### src/rtl/fetch_pc_controller_pkg.sv
// Shared fetch-stage definitions: state encoding, pending-kind encoding and default vectors.
package fetch_pc_controller_pkg;

    localparam int          INSTR_BYTES          = 4;
    localparam logic [31:0] DEFAULT_RESET_VECTOR = 32'h0000_0000;
    localparam logic [31:0] DEFAULT_TRAP_VECTOR  = 32'h0000_0100;

    // Fetch sequencer states.
    typedef enum logic [1:0] {
        ST_BOOT  = 2'd0,
        ST_FETCH = 2'd1,
        ST_PEND  = 2'd2,
        ST_HOLD  = 2'd3
    } fetch_state_e;

    // Kind of control transfer parked while a fetch is still outstanding.
    typedef enum logic [1:0] {
        PK_NONE  = 2'd0,
        PK_REDIR = 2'd1,
        PK_TRAP  = 2'd2
    } pend_kind_e;

    // A redirect target that is not word aligned cannot be fetched.
    function automatic logic is_misaligned(input logic [1:0] low_bits);
        return low_bits != 2'b00;
    endfunction

endpackage

### src/rtl/fetch_pc_controller_pc_pending_slot.sv
// Holds one control transfer that arrived while imem had not yet accepted the
// current request. A trap may replace a parked redirect; a redirect never
// replaces anything (it would be on the wrong path).
module pc_pending_slot
    import fetch_pc_controller_pkg::*;
#(
    parameter int XLEN = 32
) (
    input  logic            clk_i,
    input  logic            rst_ni,
    input  logic            capture_i,
    input  pend_kind_e      kind_i,
    input  logic [XLEN-1:0] target_i,
    input  logic            clear_i,
    output pend_kind_e      kind_o,
    output logic [XLEN-1:0] target_o
);

    pend_kind_e      kind_q, kind_d;
    logic [XLEN-1:0] target_q, target_d;

    // Clear has priority; a capture is accepted into an empty slot, or when it is a trap.
    always_comb begin
        kind_d   = kind_q;
        target_d = target_q;
        if (clear_i) begin
            kind_d = PK_NONE;
        end else if (capture_i && (kind_i == PK_TRAP || kind_q == PK_NONE)) begin
            kind_d   = kind_i;
            target_d = target_i;
        end
    end

    // Slot registers; reset empties the slot so nothing parked survives a reset.
    always_ff @(posedge clk_i or negedge rst_ni) begin
        if (!rst_ni) begin
            kind_q   <= PK_NONE;
            target_q <= '0;
        end else begin
            kind_q   <= kind_d;
            target_q <= target_d;
        end
    end

    assign kind_o   = kind_q;
    assign target_o = target_q;

endmodule

### src/rtl/fetch_pc_controller.sv
// IF-stage PC sequencer. Drives next_pc/pc_en of the external PC register and
// runs the imem valid/ready fetch handshake.
// Handshake: imem_req is the valid for address pc. Once raised it stays high and
// pc stays unchanged until a cycle where imem_ready=1; that cycle completes the
// transfer, and only then may pc_en load a new PC.
module fetch_pc_controller
    import fetch_pc_controller_pkg::*;
#(
    parameter int              XLEN         = 32,
    parameter logic [XLEN-1:0] RESET_VECTOR = DEFAULT_RESET_VECTOR,
    parameter logic [XLEN-1:0] TRAP_VECTOR  = DEFAULT_TRAP_VECTOR,
    parameter int              BOOT_DELAY   = 2
) (
    input  logic            clock,
    input  logic            reset,
    input  logic [XLEN-1:0] pc,
    output logic [XLEN-1:0] next_pc,
    output logic            pc_en,
    output logic            imem_req,
    input  logic            imem_ready,
    input  logic            stall,
    input  logic            redirect_valid,
    input  logic [XLEN-1:0] redirect_target,
    input  logic            trap_valid,
    output logic            flush_if,
    output logic            misalign_err,
    output fetch_state_e    dbg_state
);

    localparam int CNT_W = (BOOT_DELAY < 2) ? 1 : $clog2(BOOT_DELAY + 1);

    fetch_state_e    state_q, state_d;
    logic [CNT_W-1:0] boot_cnt_q, boot_cnt_d;

    logic            slot_capture;
    pend_kind_e      slot_cap_kind;
    logic            slot_clear;
    pend_kind_e      slot_kind;
    logic [XLEN-1:0] slot_target;

    pend_kind_e      load_kind;
    logic [XLEN-1:0] load_target;

    pc_pending_slot #(
        .XLEN (XLEN)
    ) u_slot (
        .clk_i     (clock),
        .rst_ni    (reset),
        .capture_i (slot_capture),
        .kind_i    (slot_cap_kind),
        .target_i  (redirect_target),
        .clear_i   (slot_clear),
        .kind_o    (slot_kind),
        .target_o  (slot_target)
    );

    // Next-state and output decode; a chosen control transfer is applied after the case.
    always_comb begin
        state_d       = state_q;
        boot_cnt_d    = boot_cnt_q;
        next_pc       = pc;
        pc_en         = 1'b0;
        imem_req      = 1'b0;
        flush_if      = 1'b0;
        misalign_err  = 1'b0;
        slot_capture  = 1'b0;
        slot_cap_kind = PK_NONE;
        slot_clear    = 1'b0;
        load_kind     = PK_NONE;
        load_target   = redirect_target;

        unique case (state_q)
            ST_BOOT: begin
                next_pc = RESET_VECTOR;
                if (boot_cnt_q != '0) begin
                    boot_cnt_d = boot_cnt_q - CNT_W'(1);
                end
                if (boot_cnt_q <= CNT_W'(1)) begin
                    pc_en   = 1'b1;
                    state_d = ST_FETCH;
                end
            end

            ST_FETCH: begin
                imem_req = 1'b1;
                if (imem_ready) begin
                    if (trap_valid) begin
                        load_kind = PK_TRAP;
                    end else if (redirect_valid) begin
                        load_kind = PK_REDIR;
                    end
                    if (trap_valid || redirect_valid) begin
                        state_d = stall ? ST_HOLD : ST_FETCH;
                    end else if (stall) begin
                        // Fetched word is dropped; the same pc is refetched after the stall.
                        state_d = ST_HOLD;
                    end else begin
                        pc_en   = 1'b1;
                        next_pc = pc + XLEN'(INSTR_BYTES);
                    end
                end else if (trap_valid || redirect_valid) begin
                    slot_capture  = 1'b1;
                    slot_cap_kind = trap_valid ? PK_TRAP : PK_REDIR;
                    state_d       = ST_PEND;
                end
            end

            ST_PEND: begin
                imem_req = 1'b1;
                if (imem_ready) begin
                    load_kind   = trap_valid ? PK_TRAP : slot_kind;
                    load_target = slot_target;
                    slot_clear  = 1'b1;
                    state_d     = stall ? ST_HOLD : ST_FETCH;
                end else if (trap_valid) begin
                    slot_capture  = 1'b1;
                    slot_cap_kind = PK_TRAP;
                end
            end

            ST_HOLD: begin
                if (trap_valid) begin
                    load_kind = PK_TRAP;
                end else if (redirect_valid) begin
                    load_kind = PK_REDIR;
                end
                state_d = stall ? ST_HOLD : ST_FETCH;
            end

            default: begin
                state_d = ST_BOOT;
            end
        endcase

        if (load_kind == PK_TRAP) begin
            next_pc  = TRAP_VECTOR;
            pc_en    = 1'b1;
            flush_if = 1'b1;
        end else if (load_kind == PK_REDIR) begin
            pc_en    = 1'b1;
            flush_if = 1'b1;
            if (is_misaligned(load_target[1:0])) begin
                next_pc      = TRAP_VECTOR;
                misalign_err = 1'b1;
            end else begin
                next_pc = load_target;
            end
        end
    end

    // State and boot counter registers.
    always_ff @(posedge clock or negedge reset) begin
        if (!reset) begin
            state_q    <= ST_BOOT;
            boot_cnt_q <= CNT_W'(BOOT_DELAY);
        end else begin
            state_q    <= state_d;
            boot_cnt_q <= boot_cnt_d;
        end
    end

    assign dbg_state = state_q;

endmodule

### config.mk
export PLATFORM = sky130hd
export DESIGN_NAME = fetch_pc_controller
export DESIGN_NICKNAME = d
export VERILOG_FILES = /design/src/rtl/fetch_pc_controller_pkg.sv /design/src/rtl/fetch_pc_controller_pc_pending_slot.sv /design/src/rtl/fetch_pc_controller.sv
export SDC_FILE = /design/constraint.sdc
export NUM_CORES = 1
export LEC_CHECK = 0
export ABC_AREA = 1
export CAP_MARGIN = 15
export CORE_UTILIZATION = 55
export DETAILED_ROUTE_END_ITERATION = 7
export DONT_BUFFER_PORTS = 1
export PLACE_DENSITY = 0.69
export SETUP_SLACK_MARGIN = 0.3
export SYNTH_ARGS = -nofsm -noshare
export SYNTH_HDL_FRONTEND = slang
export SYNTH_SLANG_ARGS = --single-unit
### constraint.sdc
create_clock -name clock -period 9.3 [get_ports clock]
set_clock_uncertainty 0.05 [all_clocks]
set_input_delay 1.86 -clock clock [delete_from_list [all_inputs] [get_ports clock]]
set_output_delay 1.86 -clock clock [all_outputs]
set_load 0.03 [all_outputs]
* After elaboration in Yosys (flattened, before gate mapping)
Cells that the tools add are included.
** Word-level totals
- Register bits :: 38
- Output and inout bits :: 38
- Input bits :: 70
- Word-level logic and storage cells :: 81
** Operators by class
- Bitwise gates (word level) :: 1
- Equal/unequal tests :: 10
- Reductions and logical operators :: 12
- Add/subtract/negate cells :: 2
- Muxes and demuxes :: 51
- Magnitude comparators :: 1
** Operators by type and width (count)
- two-way mux 32 bit :: 8
- case mux 32 bit (2 select lines) :: 1
- two-way mux 2 bit :: 18
- adder 32 x 3 -> 32 bit (second input constant) :: 1
- two-way mux 1 bit :: 19
- == test 2 bit (second input constant) :: 4
- case mux 2 bit (4 select lines) :: 1
- != test 3 bit (second input constant) :: 2
- case mux 2 bit (3 select lines) :: 1
- nonzero test 2 bit :: 3
- == test 2 x 1 -> 1 bit (second input constant) :: 2
- logical NOT 2 bit :: 2
- != test 2 bit (second input constant) :: 2
- case mux 1 bit (2 select lines) :: 2
- case mux 2 bit (2 select lines) :: 1
- AND reduction 2 bit :: 2
- AND reduction 4 bit :: 1
- <= comparator 2 x 1 -> 1 bit (second input constant) :: 1
- logical OR 1 bit :: 2
- OR reduction 2 bit :: 1
- subtractor 2 x 1 -> 2 bit (second input constant) :: 1
- logical AND 1 bit :: 1
- inverter 1 bit :: 1

* Logic depth before layout (Yosys ltp)
- Depth after elaboration :: 9
- Depth in mapped cells :: 15
- Gate-level depth less buffers :: 14

* By module
A second synthesis with hierarchy kept.
** Second synthesis, totals
- Cells, all modules :: 576
- Area, all modules :: 3592.2 µm²
** By module, submodules not included
- fetch_pc_controller :: cells each 418, area each 2129.5 µm², seq. area each 101.3 µm², instances 1
- pc_pending_slot :: cells each 158, area each 1462.7 µm², seq. area each 850.8 µm², instances 1

* Worst setup path before layout
No wires, ideal clock.
- Kind :: input port to output port
- Start point :: input imem_ready
- End point :: output next_pc[6]
- Required time :: 7.390 ns
- Stages on the path :: 13
- Setup slack :: 3.403 ns
- Arrival :: 3.987 ns
- Buffers on the path :: 2
- Path through :: nand2_2 buf_2 o21ai_0 nand2_1 nor2_1 inv_1 ha_1 nor2_1 nand2_1 inv_1 buf_2 o21ai_0 o22ai_1
** On the way
- Longest elaborated chain between the ends :: 6
- Elaborated cells between the ends (all ways) :: 13
- Classes of those cells :: 2 x eq/ne; 10 x mux; 1 x reduce/logical
** RTL lines
- start: declaration :: line fetch_pc_controller.sv:20 : input logic imem_ready,
- two-way mux 32 bit :: line fetch_pc_controller.sv:110 : if (imem_ready) begin
- two-way mux 32 bit :: line fetch_pc_controller.sv:72 : unique case (state_q)
- nonzero test 2 bit :: line fetch_pc_controller_pkg.sv:25 : return low_bits != 2'b00;
- two-way mux 32 bit :: line fetch_pc_controller.sv:142 : if (is_misaligned(load_target[1:0])) begin
- two-way mux 32 bit :: line fetch_pc_controller.sv:139 : end else if (load_kind == PK_REDIR) begin
- two-way mux 32 bit (*) :: line fetch_pc_controller.sv:135 : if (load_kind == PK_TRAP) begin
- end: declaration :: line fetch_pc_controller.sv:17 : output logic [XLEN-1:0] next_pc,
Every way passes the cells marked *; elsewhere a longest branch is shown, timed or not.

* Worst setup path after layout
- Start point :: input imem_ready
- End point :: output next_pc[2]
Same word-level chain as after synthesis.

==> results.md <==
* Outcome: finished clean
* Top cells by area, synth: dfrtp_1 27%, nand2_1 17%, inv_1 9.2%, o21ai_0 7.0%, nand3_1 4.9%
* IO buf count at 0
* Core ar. at ~0.0060 sq mm
* Crit path max fanout at between 40 and 50
* Max-slew violation count at 0
* Worst skew pair latency at 0.28 ns
* Commonest cells after routing, fill and taps aside: 160 x nand2_1, 85 x inv_1, 49 x o21ai_0, 45 x nor2_1, 37 x dfrtp_1
* Netlist cell types at 37
* Final worst slack at 1.44 ns
* Primary FF master, synth: dfrtp_1
* Crit Path Class: input port to primary output
* Register area at ~950 sq um
* Vias in the first global route at slightly above 3000
* Initial antenna violation count at 0
* Overall Global Routing Usage at 0.296
* Num CTS Buffers at 5
* Most common cell after layout, fill and taps aside: nand2_1
* Pre-CTS WS at about 1.5 ns
* # clock sinks at 38
* Post-CTS Hold Buffers at 0
* Share of the synthesized area in the top cell type at 0.266
* Number of max-cap violations at 0
* Post-Route Setup TNS at 0 ns
* Hold WC Path Type: flip-flop to flip-flop
* CTS resizes at 0
* H-tree Lvls at 2
* Rel. slew slack at 0.271
* Synth area leader: dfrtp_1
* Endpoints failing setup at 0
* Post-Syn Area at ~0.0035 sq mm
* Nets at between 600 and 700
* Gpl congestion at slightly below 1
* YS warnings at 0
* Critical path data required time at between 7 and 8 ns
* Area delta synth->final at 2.73%
* EDFF count, synth at 0
* P_leak at 1.81 nW
* Layout cells sized above 1 at 0.0712
* Row count at 28
* Final period util at 0.846
* Clock transition at the registers of the reported paths at around 0.070 ns
* Post-route ant nets at 0
* Worst Max-Slew Pin Slew at 1.08 ns
* WL/cell at roughly 16 um
* Clock Tree Root: clkbuf_8
* N_diodes at 0
* RSZ-0062 raised after global routing: false
* PwrDens at 265 mW/mm^2
* Vias/cell at around 5.7
* TritonCTS clock tree: yes
* Startpoint Class: input port
* Syn Inst Count at ~560
* Final Hold Viols at 0
* Yosys reg bits at 38
* Die Wd at 81.6 um
* Minimum clock period at 7.86 ns
* DRC viols at 0
* WP data arrival at around 6.0 ns
* 1st-iter DRT viols at 312
* First-pass DRT Iterations at 5
* Fillers at between 600 and 700
* First-pass GRT wire length at approximately 15 mm
* Largest net degree at the start of global routing at 67
* Vias at 3546
* CP endpoint kind: primary output
* GRT overflow at 0
* Post-DP HPWL at between 7 and 8 mm
* FFs w/ async S/R, synth at 1.00
* Setup Buffers After CTS at 0
* DIE HEIGHT at between 80 and 90 um
* Multi-input combinational cell area at approximately 0.0021 sq mm
* IO Count at about 110
* Starting Density at 0.578
* Max Fclk at around 0.13 GHz
* Seq/Total Area, Yosys at 0.273
* Die area at 0.00665 sq mm
* Avg Cell Area, Syn at between 6 and 7 sq um
* VDD IR-drop max at around 0.2 mV
* Net count after synthesis at around 640
* Max Root-Sink Buffers at 2
* DRT Wirelength at around 9.7 mm
cell usage after synthesis, types with 2 or more instances:
cell type and n:
or2_2 4, nand3_4 3, o22ai_1 7, dfrtp_1 37, inv_2 6, nor2_4 5
inv_1 85, o21ai_1 32, buf_2 6, nand3_1 34, nor2_2 3, o31ai_1 2
o21ai_0 49, nand2_2 2, nor2_1 45, o211ai_1 11, nand3_2 2, clkbuf_1 4
nand4_1 12, a21oi_1 8, nand2_1 161, buf_6 5, ha_1 9, o21bai_1 3
nor3_1 9
sequential cells by signal, indices dropped and copies added (netlist names):
signal	flops
boot_cnt_q	2
u_slot.target_o	32
u_slot.kind_o	2
dbg_state	2
power breakdown:
| group | switching, mW | internal, mW |
|---|---|---|
| Sequential | 0.0473 | 0.234 |
| Combinational | 0.423 | 0.129 |
| Clock | 0.0553 | 0.0598 |
cell families after synthesis:
logic type | synth area share
adder cells (fa/ha/maj) | 0.0323
XOR/XNOR | 0.00252
flip-flops | 0.273
AND/OR/NAND/NOR | 0.374
AO/OA/AOI/OAI | 0.186
buffers and inverters | 0.132
metal layers:
metal  vias up  track usage  routed length (um)
met3        14       0.0378                 671
li1       1777            -                   -
met1      1602        0.420                4530
met2       153        0.469                4330
met5         -            0                   0
met4         0       0.0860                 153
layout make-up:
class                      instances  area share
sequential                        38       0.266
tap                               75      0.0262
inverter                          92      0.0965
clock buffer                       7      0.0241
multi-input combinational        409       0.580
timing repair buffer               1     0.00560
clock inverter                     1     0.00140
worst paths after layout:
kind / startpoint / to / cells after the start / slack, ns
worst max-delay path: imem_ready / next_pc[2] / 10 / 1.44
worst min-delay path: u_slot.target_o[14] / u_slot.target_o[14] / 2 / 0.43
worst max register to register: dbg_state[0] / u_slot.target_o[4] / 10 / 6.86
worst min register to register: u_slot.target_o[14] / u_slot.target_o[14] / 2 / 0.43
max in group asynchronous: reset / boot_cnt_q[1] / 0 / 7.81
min in group asynchronous: reset / u_slot.target_o[0] / 0 / 1.21
metrics by stage:
| step | hold WS [ns] | instance area (sq um) | instances | utilization | total power [mW] |
|---|---|---|---|---|---|
| floorplan | 0.393 | 3480 | 556 | - | 0.748 |
| global placement | 0.408 | 3470 | 614 | 0.575 | 0.815 |
| detailed placement | 0.412 | 3470 | 614 | 0.575 | 0.826 |
| CTS | 0.429 | 3560 | 622 | 0.590 | 0.944 |
| global route | 0.453 | 3580 | 623 | 0.594 | 1.02 |
| finish | 0.434 | 3580 | 623 | 0.594 | 0.948 |
critical path: stages:
cell and delay [ns]:
nand2_2 0.47, clkinv_1 0.74, nor3_1 0.40, nor2_1 0.10, ha_1 0.22, nor2_1 0.38, nand2_1 0.25, inv_1 0.56
o21ai_0 0.17, o21ai_0 0.79
(Power assumes the default switching activity.)
